==> config.mk <==
export PLATFORM = sky130hd
export DESIGN_NAME = full_adder
export DESIGN_NICKNAME = d
export VERILOG_FILES = /design/src/rtl/full_adder_pkg.sv /design/src/rtl/full_adder_half_adder.sv /design/src/rtl/full_adder.sv
export SDC_FILE = /design/constraint.sdc
export NUM_CORES = 1
export LEC_CHECK = 0
export BUFFER_PORTS_ARGS = -buffer_cell sky130_fd_sc_hd__buf_2
export CORE_AREA = 3 3 40 42
export CTS_CLUSTER_DIAMETER = 40
export DETAILED_ROUTE_END_ITERATION = 6
export DIE_AREA = 0 0 43 45
export HOLD_SLACK_MARGIN = 0.06
export PLACE_DENSITY = 0.38
export SKIP_CTS_REPAIR_TIMING = 1
export SYNTH_ARGS = -nofsm -noshare
export SYNTH_HDL_FRONTEND = slang
export SYNTH_SLANG_ARGS = --single-unit
==> constraint.sdc <==
create_clock -name clk -period 1.7 [get_ports clk]
set_input_delay 0.085 -clock clk [delete_from_list [all_inputs] [get_ports clk]]
set_output_delay 0.085 -clock clk [all_outputs]
set_load 0.005 [all_outputs]
==> src/rtl/full_adder_pkg.sv <==
// Shared configuration for the registered ripple-carry adder.
package full_adder_pkg;
  localparam int unsigned DEFAULT_WIDTH = 1;
endpackage

==> src/rtl/full_adder_half_adder.sv <==
// Half adder: sum and carry of two single-bit operands.
module half_adder (
  input  logic a,
  input  logic b,
  output logic s,
  output logic c
);
  assign s = a ^ b;
  assign c = a & b;
endmodule

==> src/rtl/full_adder.sv <==
// Registered WIDTH-bit ripple-carry adder built from per-bit pairs of half adders.
module full_adder
  import full_adder_pkg::*;
#(
  parameter int unsigned WIDTH = DEFAULT_WIDTH
) (
  input  logic             clk,
  input  logic             rst,
  input  logic             in_valid,
  input  logic [WIDTH-1:0] in1,
  input  logic [WIDTH-1:0] in2,
  input  logic             cin,
  output logic [WIDTH-1:0] sum,
  output logic             carry,
  output logic             out_valid
);
  logic [WIDTH:0]   c;
  logic [WIDTH-1:0] p, g, s, t;

  assign c[0] = cin;

  for (genvar i = 0; i < WIDTH; i++) begin : g_bit
    half_adder u_ha0 (.a(in1[i]), .b(in2[i]), .s(p[i]), .c(g[i]));
    half_adder u_ha1 (.a(p[i]),   .b(c[i]),   .s(s[i]), .c(t[i]));
    // OR of the two half-adder carries forms the ripple into the next bit.
    assign c[i+1] = g[i] | t[i];
  end

  always_ff @(posedge clk or posedge rst) begin
    if (rst) begin
      sum       <= '0;
      carry     <= 1'b0;
      out_valid <= 1'b0;
    end else begin
      out_valid <= in_valid;
      if (in_valid) begin
        sum   <= s;
        carry <= c[WIDTH];
      end
    end
  end
endmodule

# Word-level counts from Yosys, hierarchy flattened

Cells that the tools add are included.

Bits in registers: 3
Input port bits: 6
Output and inout bits: 3
Word-level logic and storage cells: 8

Bitwise gates (word level): 5

Operators by type and width:

| operator          | count |
|---|---|
| bitwise AND 1 bit | 2 |
| XOR 1 bit         | 2 |
| OR 1 bit          | 1 |

# Depth between registers and ports, before layout

Gate-level depths: netlist of run 1.

Word-level depth: 3
Depth in mapped cells: 2
Depth with buffers taken out: 2

# Modules after synthesis

From an unflattened synthesis of run 1, not the netlist that was laid out.

Cells, all modules: 10
Area, all modules: 131.4 um2

By module, submodules not included:

| module     | times used | cells an instance | area an instance (um2) | seq. area each (um2) |
|---|---|---|---|---|
| full_adder | 1          | 8                 | 106.4                  | 75.1 |
| half_adder | 2          | 1                 | 12.5                   | 0.0 |

# Worst setup path after synthesis of run 1

OpenSTA, ideal clock, no wires.

Path type: input port to flip-flop
Start point: in in1
End point: reg sum
Setup time: 0.125 ns
Arrival time: 0.786 ns
Data required time: 1.575 ns
Setup slack: 0.789 ns
Cell stages on the path: 2
Buffers on the path: 0
Cells stage by stage: fa_1 -> mux2_2

Word-level cells in the longest chain between the ends: 2

Ends and longest elaborated chain:

| element                 | RTL line                   | text |
|---|---|---|
| start, declared         | full_adder.sv:10           | `input logic [WIDTH-1:0] in1,` |
| XOR 1 bit (2 in series) | full_adder_half_adder.sv:8 | `assign s = a ^ b;` |
| end signal, assigned    | full_adder.sv:37           | `sum <= s;` |
| end, declared           | full_adder.sv:13           | `output logic [WIDTH-1:0] sum,` |

Every way passes these cells.
A chain may end at the register's enable or synchronous reset.

# Final worst setup path of run 1

Start point: in in_valid
End point: reg sum

RTL lines:

| element         | RTL line        | text |
|---|---|---|
| start, declared | full_adder.sv:9 | `input logic in_valid,` |

No word-level cell between the ends.

==> results of run 1 <==
==> report_power, final <==
part           switching (uW)  internal (uW)  total [uW]
registers                4.43           80.9        85.3
clock network            34.9           87.8         123
logic                    12.7           21.1        33.8
total                    52.0            190         242
==> synthesized netlist by cell type (all sizes together) <==
library cell / number / area (um2)
fa: 1 / 20.0
inv: 1 / 3.75
dfrtp: 3 / 75.1
mux2: 2 / 22.5
==> cells by family (layout without fill, tap and decap cells) <==
logic type | Yosys count | count (layout)
DFF | 3 | 3
muxes | 2 | 2
buffers and inverters | 1 | 15
adders and majority gates | 1 | 1
==> worst max-delay path: cells and delay by family <==
family,cells,cell delay (ns)
buffers and inverters,2,0.63
multiplexers,1,0.32
==> state kept, by name, indices dropped and copies added, names as in the netlist <==
| register | count |
|---|---|
| carry | 1 |
| sum | 1 |
| out_valid | 1 |
==> per-stage QoR <==
step                total power, uW  cells  hold WS [ns]  util (%)  instance area [um2]
finish                          242     36         0.259      17.6                  226
global route                    260     36         0.283      17.6                  226
CTS                             247     34        -0.297      16.1                  206
detailed placement              117     30       -0.0463      14.0                  180
global placement                115     30       -0.0520      14.0                  180
floorplan                      97.1      7        -0.161         -                  121
==> cell type report <==
class	instances	share of cell area, %
timing repair buffer	10	26.5
clock buffer	4	11.6
sequential	3	33.1
inverter	1	1.66
multi-input combinational	3	18.8
tap	15	8.29
==> placed cells by master (no fill, tap or decap), drive strengths merged <==
| master | Yosys | routed |
|---|---|---|
| buf | 0 | 8 |
| clkbuf | 0 | 4 |
| dfrtp | 3 | 3 |
| mux2 | 2 | 2 |
| dlygate4sd3 | 0 | 2 |
| inv | 1 | 1 |
| fa | 1 | 1 |
==> layer usage <==
layer / share of wire, % / vias up / wire (um) / GRT usage, %
met2: 35 / 9 / 110 / 4.19
met4: 0 / 0 / 0 / 7.23
met1: 45 / 42 / 143 / 4.39
met3: 20 / 0 / 64 / 3.98
met5: 0 / - / 0 / 0
li1: - / 50 / - / -
==> final timing paths <==
check | from | end | slack [ns] | cells past startpoint
max | in_valid | sum | 0.77 | 3
min | rst | out_valid | 0.26 | 3
max reg2reg | sum | sum | 0.96 | 1
min reg2reg | carry | carry | 0.51 | 1
max in group asynchronous | rst | sum | 1.32 | 3
min in group clk | cin | sum | 0.26 | 3
==> impl_metrics.py, run 1 <==
metrics = {
    "synth": {
        "synth_nets": 14,
        "synth-simple-area-share_pct": 0,
        "syn_avg_cell_area_um2": 17.3,
        "synth.distinct_cells": 4,
        "yosysWarnings": 0,
        "synth_fa_ha_area_share_pct": 16.5,
        "netlist_area_um2": 121,
        "synth_seq_cells": 3,
        "synthCells": 7,
        "synth_compound_area_share_pct": 0,
        "synth_xor_area_share_pct": 0,
        "synth_mux_area_share_pct": 18.6,
        "synth_top_family_by_area": "multiplexers",
        "yosysSeqAreaShare_pct": 61.9,
    },
    "placed_design": {
        "port_buffers": 8,
        "place_congestion": 0.696,
        "preCtsSetupSlack_ns": 0.651,
    },
    "finish": {
        "nNetsFinal": 29,
        "drive_above_1_share_pct": 61.9,
        "regArea_um2": 75.1,
        "n_antenna_cell": 0,
        "area_growth_pct": 86.6,
        "multi_input_area_um2": 42.5,
        "final.fill_count": 152,
    },
    "route": {
        "drt-initial-drc-count": 2,
        "num_vias": 101,
        "wire_per_inst_um": 8.81,
        "vias_per_cell": 2.81,
        "drt-total-wl_um": 317,
        "final_antenna_net_count": 0,
        "drc": 0,
        "first_pass_iters": 2,
    },
    "clock_tree": {
        "htreeDepth": 1,
        "root_buffer": "clkbuf_4",
        "clock_sinks": 3,
        "cts_inserted_buffers": 3,
        "tritoncts": "yes",
        "worstSkewPairLatency_ns": 0.23,
        "cts_max_path_buffers": 2,
        "clk_pin_slew_worst_paths_ns": 0.04,
    },
    "floorplan": {
        "core_area_um2": 1280,
        "die_x_um": 43,
        "boundaryPins": 9,
        "dieArea_um2": 1940,
        "start_util_pct": 9.44,
        "core.rowCount": 13,
        "die_h_um": 45,
    },
    "critical_path": {
        "cpMaxStageDelayCell": "dlygate4sd3_1",
        "max_stage_delay_ns": 0.51,
        "arrival_ns": 1.04,
        "critPathCaptureType": "flip-flop",
        "worstSetupPathType": "primary input to flip-flop",
        "crit_fanout": 3,
        "cp-start-kind": "primary input",
        "cp_cell_sequence": "dlygate4sd3_1 -> buf_2 -> mux2_2",
        "required_ns": 1.81,
    },
    "global_route": {
        "antenna_found_initial": 0,
        "overflow": 0,
        "grt_util_all_layers_pct": 4.52,
        "grt_max_degree": 4,
        "grt_first_pass_wirelength_um": 489,
        "grt_pass1_vias": 124,
    },
    "sta": {
        "final-hold-violation-count": 0,
        "grt_setup_unrepaired": "false",
        "fin_ws_ns": 0.767,
        "slew_headroom_pct": 92.9,
        "fin_tns_setup_ns": 0,
        "timing.final.crit_period_ns": 0.933,
        "tightest_slew_ns": 0.106,
        "post-route-period-util_pct": 54.9,
        "setup_viol": 0,
        "fmax_mhz": 1070,
        "maxSlewViolCount": 0,
        "fin_skew_ns": 0,
    },
    "pwr": {
        "powerDensity_nw_per_um2": 1070,
        "ir_drop_mv": 0.166,
        "leakagePower_uw": 0.000110,
    },
    "job": {
        "cap_viol_max_count": 0,
    },
    "hold_path": {
        "min_path_type": "primary input to async pin",
    },
    "outcome": {
        "status": "finished, final reports clean",
    },
}
(Power assumes the default switching activity.)
==> run 2: changes to the inputs <==
--- a/config.mk
+++ b/config.mk
@@ -5,6 +5,7 @@
 export SDC_FILE = /design/constraint.sdc
 export NUM_CORES = 1
 export LEC_CHECK = 0
+export ABC_AREA = 1
 export BUFFER_PORTS_ARGS = -buffer_cell sky130_fd_sc_hd__buf_2
 export CORE_AREA = 3 3 40 42
 export CTS_CLUSTER_DIAMETER = 40
==> constraint.sdc (replaced) <==
create_clock -name clk -period 0.9 [get_ports clk]
set_input_delay 0.045 -clock clk [delete_from_list [all_inputs] [get_ports clk]]
set_output_delay 0.045 -clock clk [all_outputs]
set_load 0.005 [all_outputs]
==> impl_metrics.py, run 2 <==
metrics = {
    "outcome": {
        "status": "finished, final reports clean",
    },
    "critical_path": {
        "cpMaxStageDelayCell": "dfrtp_1",
        "worstSetupPathType": "flip-flop to primary output",
        "crit_buf_inv": 1,
        "r2r-end": "carry",
        "crit_fanout": 2,
        "max_stage_delay_ns": 0.37,
        "required_ns": 0.85,
        "critPathCaptureType": "primary output",
        "reg2reg_from": "carry",
        "cpLargestDelayFamily": "flip-flops",
        "cp_cell_sequence": "buf_2",
        "arrival_ns": 0.72,
        "reg2reg_setup_slack_ns": 0.32,
        "ff2ff_path_depth": 2,
        "cp-start-kind": "flip-flop",
    },
    "finish": {
        "reg_top3": "carry x1, out_valid x1, sum x1",
        "drive_above_1_share_pct": 42.3,
        "n_antenna_cell": 0,
        "fin_area_um2": 230,
        "most-common-layout-cells": "buf_2 (8), nand2_1 (6), dfrtp_1 (3), clkbuf_4 (3)",
        "nNetsFinal": 34,
        "layout.cells.non_filler": 41,
        "area_growth_pct": 84.0,
        "mostFrequentLayoutCell": "buf_2",
    },
    "clock_tree": {
        "clock_sinks": 3,
        "root_buffer": "clkbuf_4",
        "tritoncts": "yes",
        "cts_inserted_buffers": 3,
        "worstSkewPairLatency_ns": 0.23,
        "clk_pin_slew_worst_paths_ns": 0.03,
        "htreeDepth": 1,
        "cts_max_path_buffers": 2,
    },
    "hold_path": {
        "hp-start": "cin",
        "min_path_type": "primary input to flip-flop",
        "min_to": "sum",
        "hold_path_depth": 4,
    },
    "synth": {
        "netlist_area_um2": 125,
        "synth_nets": 19,
        "synth_top_area_share_pct": 60.0,
        "ys_top_cells_by_area": "dfrtp_1 (60%), nand2_1 (18%), fa_1 (16%), inv_1 (6.0%)",
        "yosysWarnings": 0,
        "async_flop_share_pct": 100,
        "synth-edff-count": 0,
        "ys.flop_type": "dfrtp_1",
        "synth.distinct_cells": 4,
        "ys_top_cells_by_count": "nand2_1 (6), dfrtp_1 (3), inv_1 (2)",
        "syn_avg_cell_area_um2": 10.4,
        "netlist.top_cell.by_area": "dfrtp_1",
        "yosysSeqAreaShare_pct": 60.0,
        "synthMostInstantiatedCell": "nand2_1",
        "synthCells": 12,
        "synth_seq_cells": 3,
    },
    "floorplan": {
        "die_x_um": 43,
        "core_area_um2": 1280,
        "core.rowCount": 13,
        "die_h_um": 45,
        "start_util_pct": 9.74,
        "dieArea_um2": 1940,
        "boundaryPins": 9,
    },
    "route": {
        "vias_per_cell": 3.17,
        "final_antenna_net_count": 0,
        "drt-total-wl_um": 288,
        "drc": 0,
        "num_vias": 130,
        "routed-wl-met3_um": 49,
        "wl_met1_um": 97,
        "met2_length_um": 141,
        "wire_per_inst_um": 7.02,
        "drt-initial-drc-count": 0,
        "first_pass_iters": 1,
        "topRoutingLayerUsed": "met3",
    },
    "global_route": {
        "antenna_found_initial": 0,
        "overflow": 0,
        "grt_pass1_vias": 115,
        "grt_max_degree": 5,
        "grt_util_all_layers_pct": 4.34,
        "grt_first_pass_wirelength_um": 469,
    },
    "sta": {
        "holdWs_ns": 0.170,
        "timing.final.crit_period_ns": 0.768,
        "tightest_slew_ns": 0.122,
        "setup_viol": 0,
        "fin_tns_setup_ns": 0,
        "grt_setup_unrepaired": "false",
        "maxSlewViolCount": 0,
        "final-hold-violation-count": 0,
        "fin_skew_ns": 0,
        "slew_headroom_pct": 91.9,
        "fmax_mhz": 1300,
        "post-route-period-util_pct": 85.3,
    },
    "pwr": {
        "ir_drop_mv": 0.275,
        "leakagePower_uw": 0.000127,
        "design_power_total_uw": 441,
        "powerDensity_nw_per_um2": 1910,
    },
    "job": {
        "cap_viol_max_count": 0,
    },
    "placed_design": {
        "dp_hpwl_um": 245,
        "port_buffers": 8,
        "placed_cell_area_um2": 184,
        "place_congestion": 0.709,
        "dp.cells": 35,
    },
}
==> run 2: how the worst max path moves through the flow <==
stage	depth (start not counted)	slack (ns)	start	to
after floorplan	3	0.18	in1	sum
after global placement	4	0.06	in1	sum
after detailed placement	4	0.06	in1	sum
after CTS	1	0.12	sum	sum
after global routing	1	0.09	carry	carry
final	1	0.13	sum	sum
==> run 2: power by group <==
group / switching [uW] / internal (uW) / leakage [uW]
logic: 25.7 / 31.0 / 0.0000759
clock network: 62.5 / 166 / 0.0000150
registers: 6.11 / 150 / 0.0000360
==> run 2: cells by family after synthesis <==
kind of cell | synth area share, %
adder cells (fa/ha/maj) | 16.0
AND/OR/NAND/NOR | 18.0
buffers and inverters | 6.00
flip-flops | 60.0
==> run 2: cell type report <==
type / count / area (um2)
Fill cell: 148 / 1050
Sequential cell: 3 / 75.1
Timing Repair Buffer: 10 / 60.1
Multi-Input combinational cell: 7 / 42.5
Clock buffer: 4 / 26.3
Tap cell: 15 / 18.8
Inverter: 2 / 7.51
==> run 2: per-layer routing <==
metal  global-route usage [%]  vias up
met2                     4.19        6
met5                        0        -
met3                     5.18        0
li1                         -       62
met1                     3.16       62
met4                     7.23        0
==> run 2: through the flow <==
stage / setup WS [ns] / utilization, %
detailed placement: 0.0599 / 14.3
floorplan: 0.185 / -
global placement: 0.0581 / 14.3
CTS: 0.115 / 16.4
finish: 0.132 / 17.9
global route: 0.0892 / 17.9
